[src/rtl/reg_file_pkg.sv]
// Shared opcodes, sequencer state encoding and default sizes for the
// register-file micro-sequencer.
package reg_file_pkg;

    localparam int DEF_WIDTH  = 9;
    localparam int DEF_ADDR_W = 2;

    localparam logic [2:0] OP_NOP = 3'd0;
    localparam logic [2:0] OP_MOV = 3'd1;
    localparam logic [2:0] OP_LI  = 3'd2;
    localparam logic [2:0] OP_ADD = 3'd3;
    localparam logic [2:0] OP_SUB = 3'd4;
    localparam logic [2:0] OP_AND = 3'd5;
    localparam logic [2:0] OP_OR  = 3'd6;
    localparam logic [2:0] OP_XOR = 3'd7;

    typedef enum logic [1:0] {
        S_IDLE  = 2'd0,
        S_READ  = 2'd1,
        S_EXEC  = 2'd2,
        S_WRITE = 2'd3
    } seq_state_e;

endpackage

[src/rtl/reg_file_alu.sv]
// Combinational ALU for the sequencer. carry_valid flags the ops that own
// the carry/borrow flag (ADD and SUB).
module reg_file_alu
    import reg_file_pkg::*;
#(
    parameter int WIDTH = DEF_WIDTH
) (
    input  logic [2:0]       op_i,
    input  logic [WIDTH-1:0] a_i,
    input  logic [WIDTH-1:0] b_i,
    input  logic [WIDTH-1:0] imm_i,
    output logic [WIDTH-1:0] result_o,
    output logic             carry_o,
    output logic             carry_valid_o,
    output logic             zero_o
);

    logic [WIDTH:0] sum;
    logic [WIDTH:0] diff;

    // Bit WIDTH of the widened difference is set exactly when a < b.
    assign sum  = {1'b0, a_i} + {1'b0, b_i};
    assign diff = {1'b0, a_i} - {1'b0, b_i};

    always_comb begin
        result_o      = '0;
        carry_o       = 1'b0;
        carry_valid_o = 1'b0;
        case (op_i)
            OP_MOV: result_o = a_i;
            OP_LI:  result_o = imm_i;
            OP_ADD: begin
                result_o      = sum[WIDTH-1:0];
                carry_o       = sum[WIDTH];
                carry_valid_o = 1'b1;
            end
            OP_SUB: begin
                result_o      = diff[WIDTH-1:0];
                carry_o       = diff[WIDTH];
                carry_valid_o = 1'b1;
            end
            OP_AND: result_o = a_i & b_i;
            OP_OR:  result_o = a_i | b_i;
            OP_XOR: result_o = a_i ^ b_i;
            default: result_o = '0;
        endcase
    end

    assign zero_o = (result_o == '0);

endmodule

[src/rtl/reg_file_seq.sv]
// Four-state micro-sequencer: accepts one instruction, reads two registers,
// runs the ALU and writes the result back through the file's write port.
module reg_file_seq
    import reg_file_pkg::*;
#(
    parameter int WIDTH  = DEF_WIDTH,
    parameter int ADDR_W = DEF_ADDR_W
) (
    input  logic              clk,
    input  logic              rst,
    input  logic              instr_valid,
    output logic              instr_ready,
    input  logic [2:0]        op,
    input  logic [ADDR_W-1:0] rd,
    input  logic [ADDR_W-1:0] rs0,
    input  logic [ADDR_W-1:0] rs1,
    input  logic [WIDTH-1:0]  imm,
    output logic [ADDR_W-1:0] rf_rd0_addr,
    output logic [ADDR_W-1:0] rf_rd1_addr,
    input  logic [WIDTH-1:0]  rf_rd0_data,
    input  logic [WIDTH-1:0]  rf_rd1_data,
    output logic              rf_wr_en,
    output logic [ADDR_W-1:0] rf_wr_addr,
    output logic [WIDTH-1:0]  rf_wr_data,
    output logic              done,
    output logic [WIDTH-1:0]  result,
    output logic              carry,
    output logic              zero
);

    seq_state_e        state_q, state_d;
    logic [2:0]        op_q;
    logic [ADDR_W-1:0] rd_q;
    logic [WIDTH-1:0]  imm_q;
    logic [WIDTH-1:0]  a_q, b_q;
    logic [ADDR_W-1:0] rd0_addr_q, rd1_addr_q, wr_addr_q;
    logic [WIDTH-1:0]  wr_data_q, result_q;
    logic              carry_q, zero_q;

    logic [WIDTH-1:0]  alu_res;
    logic              alu_carry, alu_cv, alu_zero;

    reg_file_alu #(.WIDTH(WIDTH)) u_alu (
        .op_i          (op_q),
        .a_i           (a_q),
        .b_i           (b_q),
        .imm_i         (imm_q),
        .result_o      (alu_res),
        .carry_o       (alu_carry),
        .carry_valid_o (alu_cv),
        .zero_o        (alu_zero)
    );

    always_comb begin
        state_d = state_q;
        case (state_q)
            S_IDLE:  if (instr_valid) state_d = S_READ;
            S_READ:  state_d = S_EXEC;
            S_EXEC:  state_d = S_WRITE;
            S_WRITE: state_d = S_IDLE;
            default: state_d = S_IDLE;
        endcase
    end

    always_ff @(posedge clk or posedge rst) begin
        if (rst) begin
            state_q    <= S_IDLE;
            op_q       <= OP_NOP;
            rd_q       <= '0;
            imm_q      <= '0;
            a_q        <= '0;
            b_q        <= '0;
            rd0_addr_q <= '0;
            rd1_addr_q <= '0;
            wr_addr_q  <= '0;
            wr_data_q  <= '0;
            result_q   <= '0;
            carry_q    <= 1'b0;
            zero_q     <= 1'b1;
        end else begin
            state_q <= state_d;
            case (state_q)
                // Read addresses are loaded at accept so they are valid for all of READ.
                S_IDLE: if (instr_valid) begin
                    op_q       <= op;
                    rd_q       <= rd;
                    imm_q      <= imm;
                    rd0_addr_q <= rs0;
                    rd1_addr_q <= rs1;
                end
                S_READ: begin
                    a_q <= rf_rd0_data;
                    b_q <= rf_rd1_data;
                end
                S_EXEC: begin
                    wr_addr_q <= rd_q;
                    if (op_q != OP_NOP) begin
                        result_q  <= alu_res;
                        wr_data_q <= alu_res;
                        zero_q    <= alu_zero;
                        if (alu_cv) carry_q <= alu_carry;
                    end else begin
                        wr_data_q <= result_q;
                    end
                end
                default: ;
            endcase
        end
    end

    assign instr_ready = (state_q == S_IDLE);
    assign done        = (state_q == S_WRITE);
    assign rf_wr_en    = (state_q == S_WRITE) && (op_q != OP_NOP);
    assign rf_rd0_addr = rd0_addr_q;
    assign rf_rd1_addr = rd1_addr_q;
    assign rf_wr_addr  = wr_addr_q;
    assign rf_wr_data  = wr_data_q;
    assign result      = result_q;
    assign carry       = carry_q;
    assign zero        = zero_q;

endmodule

[config.mk]
export PLATFORM = sky130hd
export DESIGN_NAME = reg_file_seq
export DESIGN_NICKNAME = d
export VERILOG_FILES = /design/src/rtl/reg_file_pkg.sv /design/src/rtl/reg_file_alu.sv /design/src/rtl/reg_file_seq.sv
export SDC_FILE = /design/constraint.sdc
export NUM_CORES = 1
export LEC_CHECK = 0
export CAP_MARGIN = 20
export CORE_ASPECT_RATIO = 0.8
export CORE_MARGIN = 2
export CORE_UTILIZATION = 40
export DETAILED_ROUTE_END_ITERATION = 8
export HOLD_SLACK_MARGIN = 0.02
export PLACE_DENSITY = 0.71
export RECOVER_POWER = 100
export SKIP_LAST_GASP = 1
export SYNTH_ARGS = -nofsm -noshare
export SYNTH_HDL_FRONTEND = slang
export SYNTH_SLANG_ARGS = --single-unit
[constraint.sdc]
create_clock -name clk -period 5.3 [get_ports clk]
set_clock_uncertainty 0.1 [all_clocks]
set_input_delay 0.795 -clock clk [delete_from_list [all_inputs] [get_ports clk]]
set_output_delay 0.795 -clock clk [all_outputs]
set_load 0.01 [all_outputs]
==> flow_summary_export.csv <==
group,metric,value,unit
critical_path,cp_slowest_cell,"clkbuf_1",
synth,synth_nets,436,
placed_design,hpwl,6470,microns
finish,layout_commonest_cell,"dfrtp_1",
route,drc,0,
finish,fillers,838,
timing,finalMaxSlewViolations,51,
clock_network,insertion_delay,0.31,ns
route,first_pass_iters,4,
power,power_leakage,0.00188,uW
die,dieWidth,109,microns
critical_path,end_kind,"asynchronous set/reset pin",
power,power.density,683,nW/um^2
global_routing,grt_start_max_net_pins,52,
timing,setup_tns,0,ns
power,ir_drop,0.249,mV
route,viasPerCell,5.43,
timing,rsz0062_at_grt,"false",
clock_network,cts_made_buffers,5,
timing,maxSlewHeadroom,-19.7,%
finish,n_antenna_cell,0,
die,dieArea,9630,sq um
critical_path,critPathMaxFanout,34,
timing,finalHoldViolCount,0,
placed_design,port_buffers,67,
timing,fmax,310,MHz
clock_network,cts_setup_buffers,0,
route,drt_iter0_drc,158,
clock_network,clock_sinks,51,
die,core_area,8560,sq um
finish,mostFrequentLayoutCells,"dfrtp_1, clkdlybuf4s50_1, o21ai_0",
timing,fin_crit,3.23,ns
critical_path,crit_type,"in -> async",
placed_design,gp_congestion,0.923,
power,pwr-share-seq,27.2,%
power,p_switching,1360,uW
finish,layout-drive-gt1-share,12.1,%
synth,synthDistinctLibCells,65,
clock_network,cts_root_buf,"clkbuf_8",
clock_network,hold_buffers,0,
critical_path,critical_path_arrival,3.20,ns
clock_network,htree_levels,2,
global_routing,grt-ovfl-total,0,
outcome,violations,"capacitance limit, slew limit",
synth,ys_seq_area_share,36.1,%
power,intPower,1540,uW
outcome,status,"finished, violations left",
power,power_frac_comb,64.4,%
clock_network,cts_buffer_depth,2,
synth,synthFlopType,"dfrtp_1",
timing,worstMarginPinSlew,1.80,ns
clock_network,cts_resized,0,
global_routing,first_global_vias,2662,
timing,finalSetupViolations,0,
power,p_clk_share,8.4,%
route,wirelength,8470,microns
global_routing,antenna_found_initial,0,
hold_path,hp-class,"reg -> reg",
critical_path,cp-start-kind,"primary input",
global_routing,grt_usage,18.1,%
synth,async_flop_share,100,%
die,die_h,88.2,microns
global_routing,grt_pass1_wl,13600,microns
finish,syn2layout_area_growth,20.2,%
clock_network,cts.clk_slew.worst_paths,0.09,ns
die,rows,30,
power,swShare,46.9,%
critical_path,required,5.28,ns
synth,syn_area,3540,sq um
route,num_vias,2857,
die,ioPinCount,68,
synth,syn_area_per_cell,9.75,sq um
flow_run,max-cap-violations,2,
route,wl_per_cell,16.1,microns
finish,final_nets,486,
die,start_util,41.4,%
critical_path,path_cells,"dlygate4sd3_1 > inv_1 > clkbuf_1",
critical_path,slowest_delay,1.35,ns
timing,fin_crit_sh,60.9,%
synth,syn_inst,363,
clock_network,cts_tree,"done",
synth,ys_ff_latch,51,
route,drt.antenna.violating_nets,0,
power,total_power,2910,uW
synth,synth-edff-count,0,
synth,synth_warnings,0,
## cell type report
type                            count  area [sq um]  area share, %
Timing Repair Buffer               70           686           16.1
Clock inverter                      2          16.3          0.382
Inverter                           33           124           2.91
Tap cell                          112           140           3.29
Clock buffer                        6          82.6           1.94
Multi-Input combinational cell    252          1930           45.4
Sequential cell                    51          1280           30.0
## worst max-delay path: cells and delay by family
| family | cells | cell delay, ns |
|---|---|---|
| buffers and inverters | 3 | 2.39 |
## worst paths after layout
path                            cells past startpoint       from        end  slack (ns)
worst max-delay path                                3        rst  result[7]        2.07
worst min-delay path                                2  result[6]  result[6]        0.40
worst max register to register                      9     a_q[0]       zero        2.35
worst min register to register                      2  result[6]  result[6]        0.40
max in group clk                                    9     a_q[0]       zero        2.35
min in group asynchronous                           2        rst     a_q[0]        0.91
## Yosys cell counts, types with 3 or more instances
cell type / instances / area (sq um)
dfrtp_1: 50 / 1250
ha_1: 32 / 400
inv_1: 32 / 120
nand2_1: 32 / 120
o21ai_0: 32 / 160
mux2_2: 27 / 304
a21oi_1: 17 / 85.1
nor2_1: 17 / 63.8
buf_4: 12 / 90.1
a211oi_1: 6 / 45.0
a221oi_1: 6 / 52.6
clkbuf_1: 6 / 22.5
buf_6: 5 / 56.3
a221o_1: 4 / 40.0
mux2i_1: 4 / 40.0
nand2b_1: 4 / 25.0
o21bai_1: 4 / 30.0
a21o_1: 3 / 22.5
buf_2: 3 / 15.0
nand3_1: 3 / 15.0
nor3_1: 3 / 15.0
o221ai_1: 3 / 26.3
o22ai_1: 3 / 18.8
o31ai_1: 3 / 22.5
## power groups by stage
| stage | Clock, uW | Sequential (uW) | Combinational, uW |
|---|---|---|---|
| floorplan | 0 | 735 | 1460 |
| global route | 268 | 827 | 2090 |
| global placement | 0 | 794 | 1890 |
| CTS | 250 | 799 | 1940 |
| finish | 243 | 792 | 1870 |
| detailed placement | 0 | 807 | 1930 |
## stage by stage
stage / setup slack [ns] / utilization (%) / instances / hold WS [ns] / instance area (sq um)
floorplan: 2.66 / - / 363 / 0.371 / 3540
global placement: 2.49 / 48.6 / 516 / 0.382 / 4160
detailed placement: 2.44 / 48.9 / 517 / 0.393 / 4190
CTS: 2.40 / 50.1 / 525 / 0.416 / 4290
global route: 1.46 / 49.7 / 526 / 0.424 / 4260
finish: 2.07 / 49.7 / 526 / 0.403 / 4260
## state kept, by name, indices dropped and copies added, names as in the netlist, 3 cells and up
name and cells:
b_q 9, op_q 3, result 9, imm_q 9, a_q 9
## per-layer routing
| metal | share of wire [%] | track usage [%] | vias to the layer above | wire [microns] |
|---|---|---|---|---|
| li1 | - | - | 1388 | - |
| met3 | 5.6 | 3.20 | 6 | 472 |
| met1 | 48 | 26.5 | 1372 | 4050 |
| met4 | 0.60 | 1.84 | 0 | 51 |
| met2 | 46 | 29.2 | 91 | 3890 |
| met5 | 0 | 0 | - | 0 |
## logic make-up (layout without fill, tap and decap cells)
logic type | count (synthesis) | after routing | share of synthesized area [%]
AO/OA/AOI/OAI | 104 | 104 | 20.4
XOR/XNOR | 1 | 1 | 0.247
adder cells (fa/ha/maj) | 34 | 34 | 12.4
buffers and inverters | 60 | 111 | 9.08
flip-flops | 51 | 51 | 36.1
multiplexers | 32 | 32 | 10.4
AND/OR/NAND/NOR | 81 | 81 | 11.4
(Power assumes the default switching activity.)
